**src/rtl/read_ptr_blk.sv**
```systemverilog
// Read-side pointer block for a dual-clock FIFO: binary/Gray read pointers,
// write-pointer synchronizer, empty/almost-empty/occupancy and sticky underflow.
module read_ptr_blk #(
  parameter int p_num_entries         = 8,
  parameter int p_ptr_width           = $clog2(p_num_entries) + 1,
  parameter int p_almost_empty_thresh = 1
) (
  input  logic                   clk,
  input  logic                   async_rst,
  input  logic [p_ptr_width-1:0] g_write_ptr_async,
  input  logic                   r_en,
  input  logic                   clr_err,
  output logic [p_ptr_width-1:0] b_read_ptr,
  output logic [p_ptr_width-1:0] g_read_ptr,
  output logic                   empty,
  output logic                   almost_empty,
  output logic [p_ptr_width-1:0] count,
  output logic                   underflow
);

  localparam logic [p_ptr_width-1:0] thresh_c = p_ptr_width'(p_almost_empty_thresh);

  logic [1:0]             rst_sync_reg;
  logic                   rst_int;
  logic [p_ptr_width-1:0] g_wp_meta_reg;
  logic [p_ptr_width-1:0] g_wp_sync_reg;
  logic [p_ptr_width-1:0] b_wp_sync;
  logic [p_ptr_width-1:0] b_read_ptr_reg;
  logic [p_ptr_width-1:0] b_read_ptr_next;
  logic [p_ptr_width-1:0] g_read_ptr_reg;
  logic [p_ptr_width-1:0] g_read_ptr_next;
  logic                   underflow_reg;
  logic                   underflow_next;
  logic                   rd_fire;

  // Reset asserts immediately, releases two edges after async_rst falls.
  always_ff @(posedge clk or posedge async_rst) begin
    if (async_rst) rst_sync_reg <= 2'b11;
    else           rst_sync_reg <= {rst_sync_reg[0], 1'b0};
  end

  assign rst_int = rst_sync_reg[1];

  always_ff @(posedge clk or posedge rst_int) begin
    if (rst_int) begin
      g_wp_meta_reg  <= '0;
      g_wp_sync_reg  <= '0;
      b_read_ptr_reg <= '0;
      g_read_ptr_reg <= '0;
      underflow_reg  <= 1'b0;
    end else begin
      g_wp_meta_reg  <= g_write_ptr_async;
      g_wp_sync_reg  <= g_wp_meta_reg;
      b_read_ptr_reg <= b_read_ptr_next;
      g_read_ptr_reg <= g_read_ptr_next;
      underflow_reg  <= underflow_next;
    end
  end

  // Gray-to-binary: each bit is the XOR of all Gray bits at or above it.
  assign b_wp_sync[p_ptr_width-1] = g_wp_sync_reg[p_ptr_width-1];
  generate
    for (genvar gi = p_ptr_width - 2; gi >= 0; gi--) begin : g_gray2bin
      assign b_wp_sync[gi] = b_wp_sync[gi+1] ^ g_wp_sync_reg[gi];
    end
  endgenerate

  always_comb begin
    empty           = (g_read_ptr_reg == g_wp_sync_reg);
    rd_fire         = r_en && !empty;
    b_read_ptr_next = b_read_ptr_reg + p_ptr_width'(rd_fire);
    g_read_ptr_next = b_read_ptr_next ^ (b_read_ptr_next >> 1);
    count           = b_wp_sync - b_read_ptr_reg;
    almost_empty    = (count <= thresh_c);
    // A read request while empty wins over a same-cycle clear.
    underflow_next  = underflow_reg;
    if (r_en && empty) underflow_next = 1'b1;
    else if (clr_err)  underflow_next = 1'b0;
  end

  assign b_read_ptr = b_read_ptr_reg;
  assign g_read_ptr = g_read_ptr_reg;
  assign underflow  = underflow_reg;

endmodule

```
**config.mk**
```make
export PLATFORM = sky130hd
export DESIGN_NAME = read_ptr_blk
export DESIGN_NICKNAME = d
export VERILOG_FILES = /design/src/rtl/read_ptr_blk.sv
export SDC_FILE = /design/constraint.sdc
export NUM_CORES = 1
export LEC_CHECK = 0
export CAP_MARGIN = 20
export CORE_UTILIZATION = 48
export DETAILED_ROUTE_END_ITERATION = 8
export PLACE_DENSITY_LB_ADDON = 0.05
export SLEW_MARGIN = 15
export SYNTH_ARGS = -nofsm -noshare
export SYNTH_HDL_FRONTEND = slang
export SYNTH_SLANG_ARGS = --single-unit
```
**constraint.sdc**
```tcl
create_clock -name clk -period 4 [get_ports clk]
set_input_delay 0.4 -clock clk [delete_from_list [all_inputs] [get_ports clk]]
set_output_delay 0.4 -clock clk [all_outputs]
set_load 0.005 [all_outputs]
```
==> metrics, run 1 <==
RSZ-0062 raised after global routing false; post-route minimum period 3.24 ns; CP peak stage delay 0.53 ns; grt total ovfl 0; layout cell share with drive strength beyond 1 0.0833; CP endpoint kind output port; first-iteration detailed-routing DRC count 0; CP cell instances xor2_1 > xnor2_1 > xor2_1 > ha_1 > fa_1 > inv_1 > a211oi_1 > clkdlybuf4s50_1; Syn Inst Count 59; Remaining DRCs 0; die width 42.0 um; Slew headroom 0.627; Placeable Area 1510 um^2; Yosys cell types 18; ratio of final minimum period to clock period 0.809; Area after DPL 1000 um^2; total power 0.778 mW; MaxCap Viol Count 0; Worst-Margin Slew 0.559 ns; clock sink count 18; CTS Buf Count 3; P&R area growth vs syn 33.7%; yosys warns 0; Critical Path AT 2.84 ns; reg2reg start g_wp_sync_reg[2]; WL final 1.18 mm; critical path class flip-flop to output port; vias per inst 4.79; Post-Place Worst Slack 1.06 ns; row cnt 14; antenna cells 0; Mapped Area 768 um^2; Finished Cell Area 1030 um^2; Tightest Hold Check Type flip-flop to asynchronous set/reset pin; Ports 23; final net count 99; clock slew at reported path FFs 0.10 ns; Tot GR Track Use 0.163; Req. time, crit path 3.60 ns; Fin Setup TNS 0 ns; Fin. Hold Viols 0; largest net degree at the start of global routing 17; clock root cell clkbuf_4; clk_lat worst skew 0.29 ns; status finished, final reports clean; max-slew violation count 0; Post-CTS Hold Buffers 0; sequential share of the synthesized area 0.590; Worst Hold Slack 0.292 ns; Yosys reg bits 18; H-Tree Level Count 1; Avg WL per Cell 11.8 um; power density over the cells 757 nW/um^2; Setup WS post-layout 0.763 ns; chip height 42.0 um; CTS tree done; most frequent cells in the layout clkdlybuf4s50_1 (22), dfrtp_1 (16), inv_1 (10), xor2_1 (10), ha_1 (5); IO buf count 22; maximum VDD drop 0.413 mV; first-pass GRT wire length 2.02 mm; Syn Area/Cell 13.0 um^2; hpwl dp 1.00 mm; via count 479; Max Root-Sink Buffers 2; DRT Pass-1 Iters 1; Syn Nets 73; Die ar. 1760 um^2; commonest non-fill, non-tap cell in the layout clkdlybuf4s50_1; Routed Antenna Nets 0; vias in the first global route 504; setup-violating endpoint count in the final report 0; routability cong. 0.753; CP max FO 3; Setup crit start g_wp_sync_reg[3]; initial antenna violation count 0; CP max stage cell clkdlybuf4s50_1; leak pwr 0.486 nW; Initial Utilization 0.510; post-CTS setup buffer count 0; Final Skew 0.0114 ns; most frequent CP cell xor2_1; post-cts resize count 0; Max Clk Rate 309 MHz; Critical Path Source Type flip-flop
-- metrics by stage --
stage,std cells,util
3_5_place_dp,96,0.664
5_1_grt,100,0.682
6_report,100,0.682
2_1_floorplan,59,-
4_1_cts,100,0.682
3_3_place_gp,96,0.664
-- cell families after synthesis --
logic type	share of synthesized area
flops	0.590
xor+xnor	0.148
buf+inv	0.0586
fa+ha+maj	0.107
simple gates	0.0570
compound gates	0.0342
other cells	0.00488
-- cell usage after synthesis, drive strengths merged --
library cell  instances  area [um^2]
ha                    5         62.6
a21o                  1         7.51
nand3b                1         7.51
nand3                 2         10.0
xnor2                 3         26.3
xor2                 10         87.6
inv                  10         37.5
dfrtp                16          400
o22ai                 1         6.26
dfstp                 2         52.6
fa                    1         20.0
buf                   1         7.51
or4                   1         11.3
conb                  1         3.75
a211oi                1         7.51
a21oi                 1         5.00
and2                  2         15.0
-- worst max-delay path, delay by kind of cell, from the launching register on --
kind,cells,cell delay [ns]
fa+ha+maj,2,0.72
xor+xnor,3,0.65
buf+inv,2,0.58
compound gates,1,0.20
flops,1,0.41
-- worst paths after layout --
path	end	slack (ns)	cells after the start
max	almost_empty	0.76	8
min	b_read_ptr[1]	0.29	1
max reg2reg	g_read_ptr[2]	1.75	7
min reg2reg	b_read_ptr[1]	0.29	1
max in group asynchronous	b_read_ptr[2]	3.33	1
min in group clk	g_wp_sync_reg[2]	0.36	0
-- layout make-up --
class / count / area [um^2]
clock buffers: 4 / 26.3
inverters: 10 / 37.5
multi-input cells: 30 / 270
fillers: 111 / 479
repair buffers: 22 / 220
well taps: 16 / 20.0
flip-flops and latches: 18 / 453
-- power by group --
group	internal (mW)	switching (mW)
Combinational	0.256	0.157
Clock	0.0388	0.0505
Sequential	0.231	0.0442
Total	0.526	0.251
-- layer usage --
metal | GRT usage | up-vias | part of all wire | wire, um
li1 | - | 233 | - | -
met1 | 0.181 | 226 | 0.40 | 466
met2 | 0.281 | 15 | 0.54 | 634
met3 | 0.0388 | 5 | 0.038 | 45
met4 | 0.0968 | 0 | 0.026 | 31
met5 | 0 | - | 0 | 0
(Power assumes the default switching activity.)
==> run 2: changes to the inputs <==
--- a/config.mk
+++ b/config.mk
@@ -6,7 +6,7 @@
 export NUM_CORES = 1
 export LEC_CHECK = 0
 export CAP_MARGIN = 20
-export CORE_UTILIZATION = 48
+export CORE_UTILIZATION = 44
 export DETAILED_ROUTE_END_ITERATION = 8
 export PLACE_DENSITY_LB_ADDON = 0.05
 export SLEW_MARGIN = 15
==> constraint.sdc (replaced) <==
create_clock -name clk -period 3.2 [get_ports clk]
set_input_delay 0.32 -clock clk [delete_from_list [all_inputs] [get_ports clk]]
set_output_delay 0.32 -clock clk [all_outputs]
set_load 0.005 [all_outputs]
==> run 2 against run 1 <==
First-iteration DRC count increased by 4. Non-clock buffer count unchanged. Critical path type unchanged. The flow now finishes with violations (DRC). Wire length decreased by 12%. Combinational power increased by 24%. Global-route usage decreased by 3.5 points.
==> metrics, run 2 (synthesized netlist as in run 1, its figures left out) <==
Placeable Area 1580 um^2 (+4.7%); DRT Pass-1 Iters 7 (+6); clock root cell clkbuf_4; largest net degree at the start of global routing 17 (unchanged); Layout Utilization 0.667 (-0.0144); Max Clk Rate 329 MHz; leak pwr 0.499 nW (+2.7%); Fin. Hold Viols 0 (unchanged); max-slew violation count 0 (unchanged); clk_lat worst skew 0.27 ns (-0.02 ns); Final Skew 0.00216 ns (-0.00924 ns); IO buf count 22 (unchanged); post-CTS setup buffer count 0 (unchanged); Post-Place Worst Slack 0.370 ns (-0.691 ns); setup-violating endpoint count in the final report 0 (unchanged); first-iteration detailed-routing DRC count 4 (+4); Ports 23 (unchanged); Req. time, crit path 2.88 ns (-0.72 ns); Tightest Hold Check Type flip-flop to asynchronous set/reset pin; P&R area growth vs syn 37.0%; WP buf/inv 2 (unchanged); ratio of final minimum period to clock period 0.950; post-route minimum period 3.04 ns; Tot GR Track Use 0.128 (-0.0353); Remaining DRCs 2 (+2); post-cts resize count 0 (unchanged); status finished with violations; DP Cell Count 96 (unchanged); Worst-Margin Slew 0.559 ns (-0.0000433 ns); antenna cells 0 (unchanged); initial antenna violation count 0 (unchanged); Avg WL per Cell 10.3 um (-12%); first-pass GRT wire length 1.77 mm (-12%); chip height 43.8 um (+4.2%); most frequent cells in the layout clkdlybuf4s50_1 (22), dfrtp_1 (16), inv_1 (10), xor2_1 (9), ha_1 (5); Max Root-Sink Buffers 2 (unchanged); WL final 1.03 mm (-12%); die width 43.8 um (+4.2%); final net count 99 (unchanged); CTS Buf Count 3 (unchanged); Setup WS post-layout 0.159 ns (-0.604 ns); fillers 129 (+16%); Critical Path Source Type flip-flop; MaxCap Viol Count 0 (unchanged); CP endpoint kind output port; row cnt 14 (unchanged); vias in the first global route 462 (-8.3%); grt total ovfl 0 (unchanged); critical path class flip-flop to output port; Largest delay share family, worst path adder cells; Non-Filler Instances 100 (unchanged); CP peak stage delay 0.53 ns (about the same); Routed Antenna Nets 0 (unchanged); clock sink count 18 (unchanged); vias per inst 4.77 (-0.42%); Critical Path AT 2.72 ns (-0.12 ns); layout cell share with drive strength beyond 1 0.119 (+0.0357); commonest non-fill, non-tap cell in the layout clkdlybuf4s50_1; Initial Utilization 0.487 (-0.0227); CP max FO 3 (unchanged); via count 477 (-0.42%); CP cell instances xor2_2 > xnor2_2 > xor2_1 > ha_1 > fa_1 > inv_1 > a211oi_1 > clkdlybuf4s50_1; power density over the cells 932 nW/um^2 (+23%); Die ar. 1920 um^2 (+8.7%); failing checks DRC; hpwl dp 898 um (-11%); Area after DPL 1000 um^2 (unchanged); CP max stage cell clkdlybuf4s50_1; routability cong. 0.816 (+8.4%); Slew headroom 0.627 (about the same); Post-CTS Hold Buffers 0 (unchanged); CTS tree done; Finished Cell Area 1050 um^2 (+2.4%); H-Tree Level Count 1 (unchanged); maximum VDD drop 0.454 mV (+9.9%); clock slew at reported path FFs 0.09 ns (about the same)
## run 2: report_power, final
part           switching, mW  internal, mW  total [mW]  leakage [nW]
Combinational          0.191         0.321       0.512         0.268
Clock                 0.0592        0.0691       0.128        0.0210
Sequential            0.0517         0.289       0.341         0.210
## run 2: final cells by class
class | count | area (um^2) | area share
Timing Repair Buffer | 22 | 220 | 0.209
Sequential cell | 18 | 453 | 0.430
Inverter | 10 | 37.5 | 0.0357
Tap cell | 16 | 20.0 | 0.0190
Clock buffer | 4 | 36.3 | 0.0345
Multi-Input combinational cell | 30 | 285 | 0.271
## run 2: routing by layer
layer | wire length [um] | GRT usage | vias up
met5 | 0 | 0 | -
met3 | 41 | 0.0125 | 2
met4 | 6 | 0.0563 | 0
li1 | - | - | 234
met1 | 461 | 0.154 | 227
met2 | 522 | 0.230 | 14
## run 2: final timing paths
check                                      start          endpoint  slack, ns  cells past startpoint
worst max-delay path            g_wp_sync_reg[3]      almost_empty       0.16                      8
worst min-delay path             rst_sync_reg[1]         underflow       0.30                      1
worst max register to register  g_wp_sync_reg[2]     g_read_ptr[2]       0.96                      7
worst min register to register   rst_sync_reg[1]         underflow       0.30                      1
max in group asynchronous        rst_sync_reg[1]  g_wp_meta_reg[2]       2.53                      1
min in group clk                g_wp_meta_reg[1]  g_wp_sync_reg[1]       0.36                      0
## run 2: through the flow
| stage | power (mW) | TNS (ns) | hold WS [ns] |
|---|---|---|---|
| 6_report | 0.981 | 0 | 0.304 |
| 5_1_grt | 1.06 | -0.0138 | 0.365 |
| 4_1_cts | 0.997 | 0 | 0.332 |
| 3_5_place_dp | 0.866 | 0 | 0.325 |
| 3_3_place_gp | 0.859 | 0 | 0.319 |
| 2_1_floorplan | 0.594 | 0 | 0.232 |
## run 2: worst reg2reg max path, stage by stage, from the launching register on
cell and delay [ns]:
dfrtp_1 0.42, xor2_1 0.18, or4_4 0.55, and2_4 0.18
ha_1 0.19, ha_1 0.19, xor2_1 0.30, xor2_1 0.17
==> run 3: changes to the inputs <==
--- a/config.mk
+++ b/config.mk
@@ -13,3 +13,4 @@
 export SYNTH_ARGS = -nofsm -noshare
 export SYNTH_HDL_FRONTEND = slang
 export SYNTH_SLANG_ARGS = --single-unit
+export TNS_END_PERCENT = 50
==> results of run 3 <==
No change in the layout: final DEF, timing and power equal those of run 2.
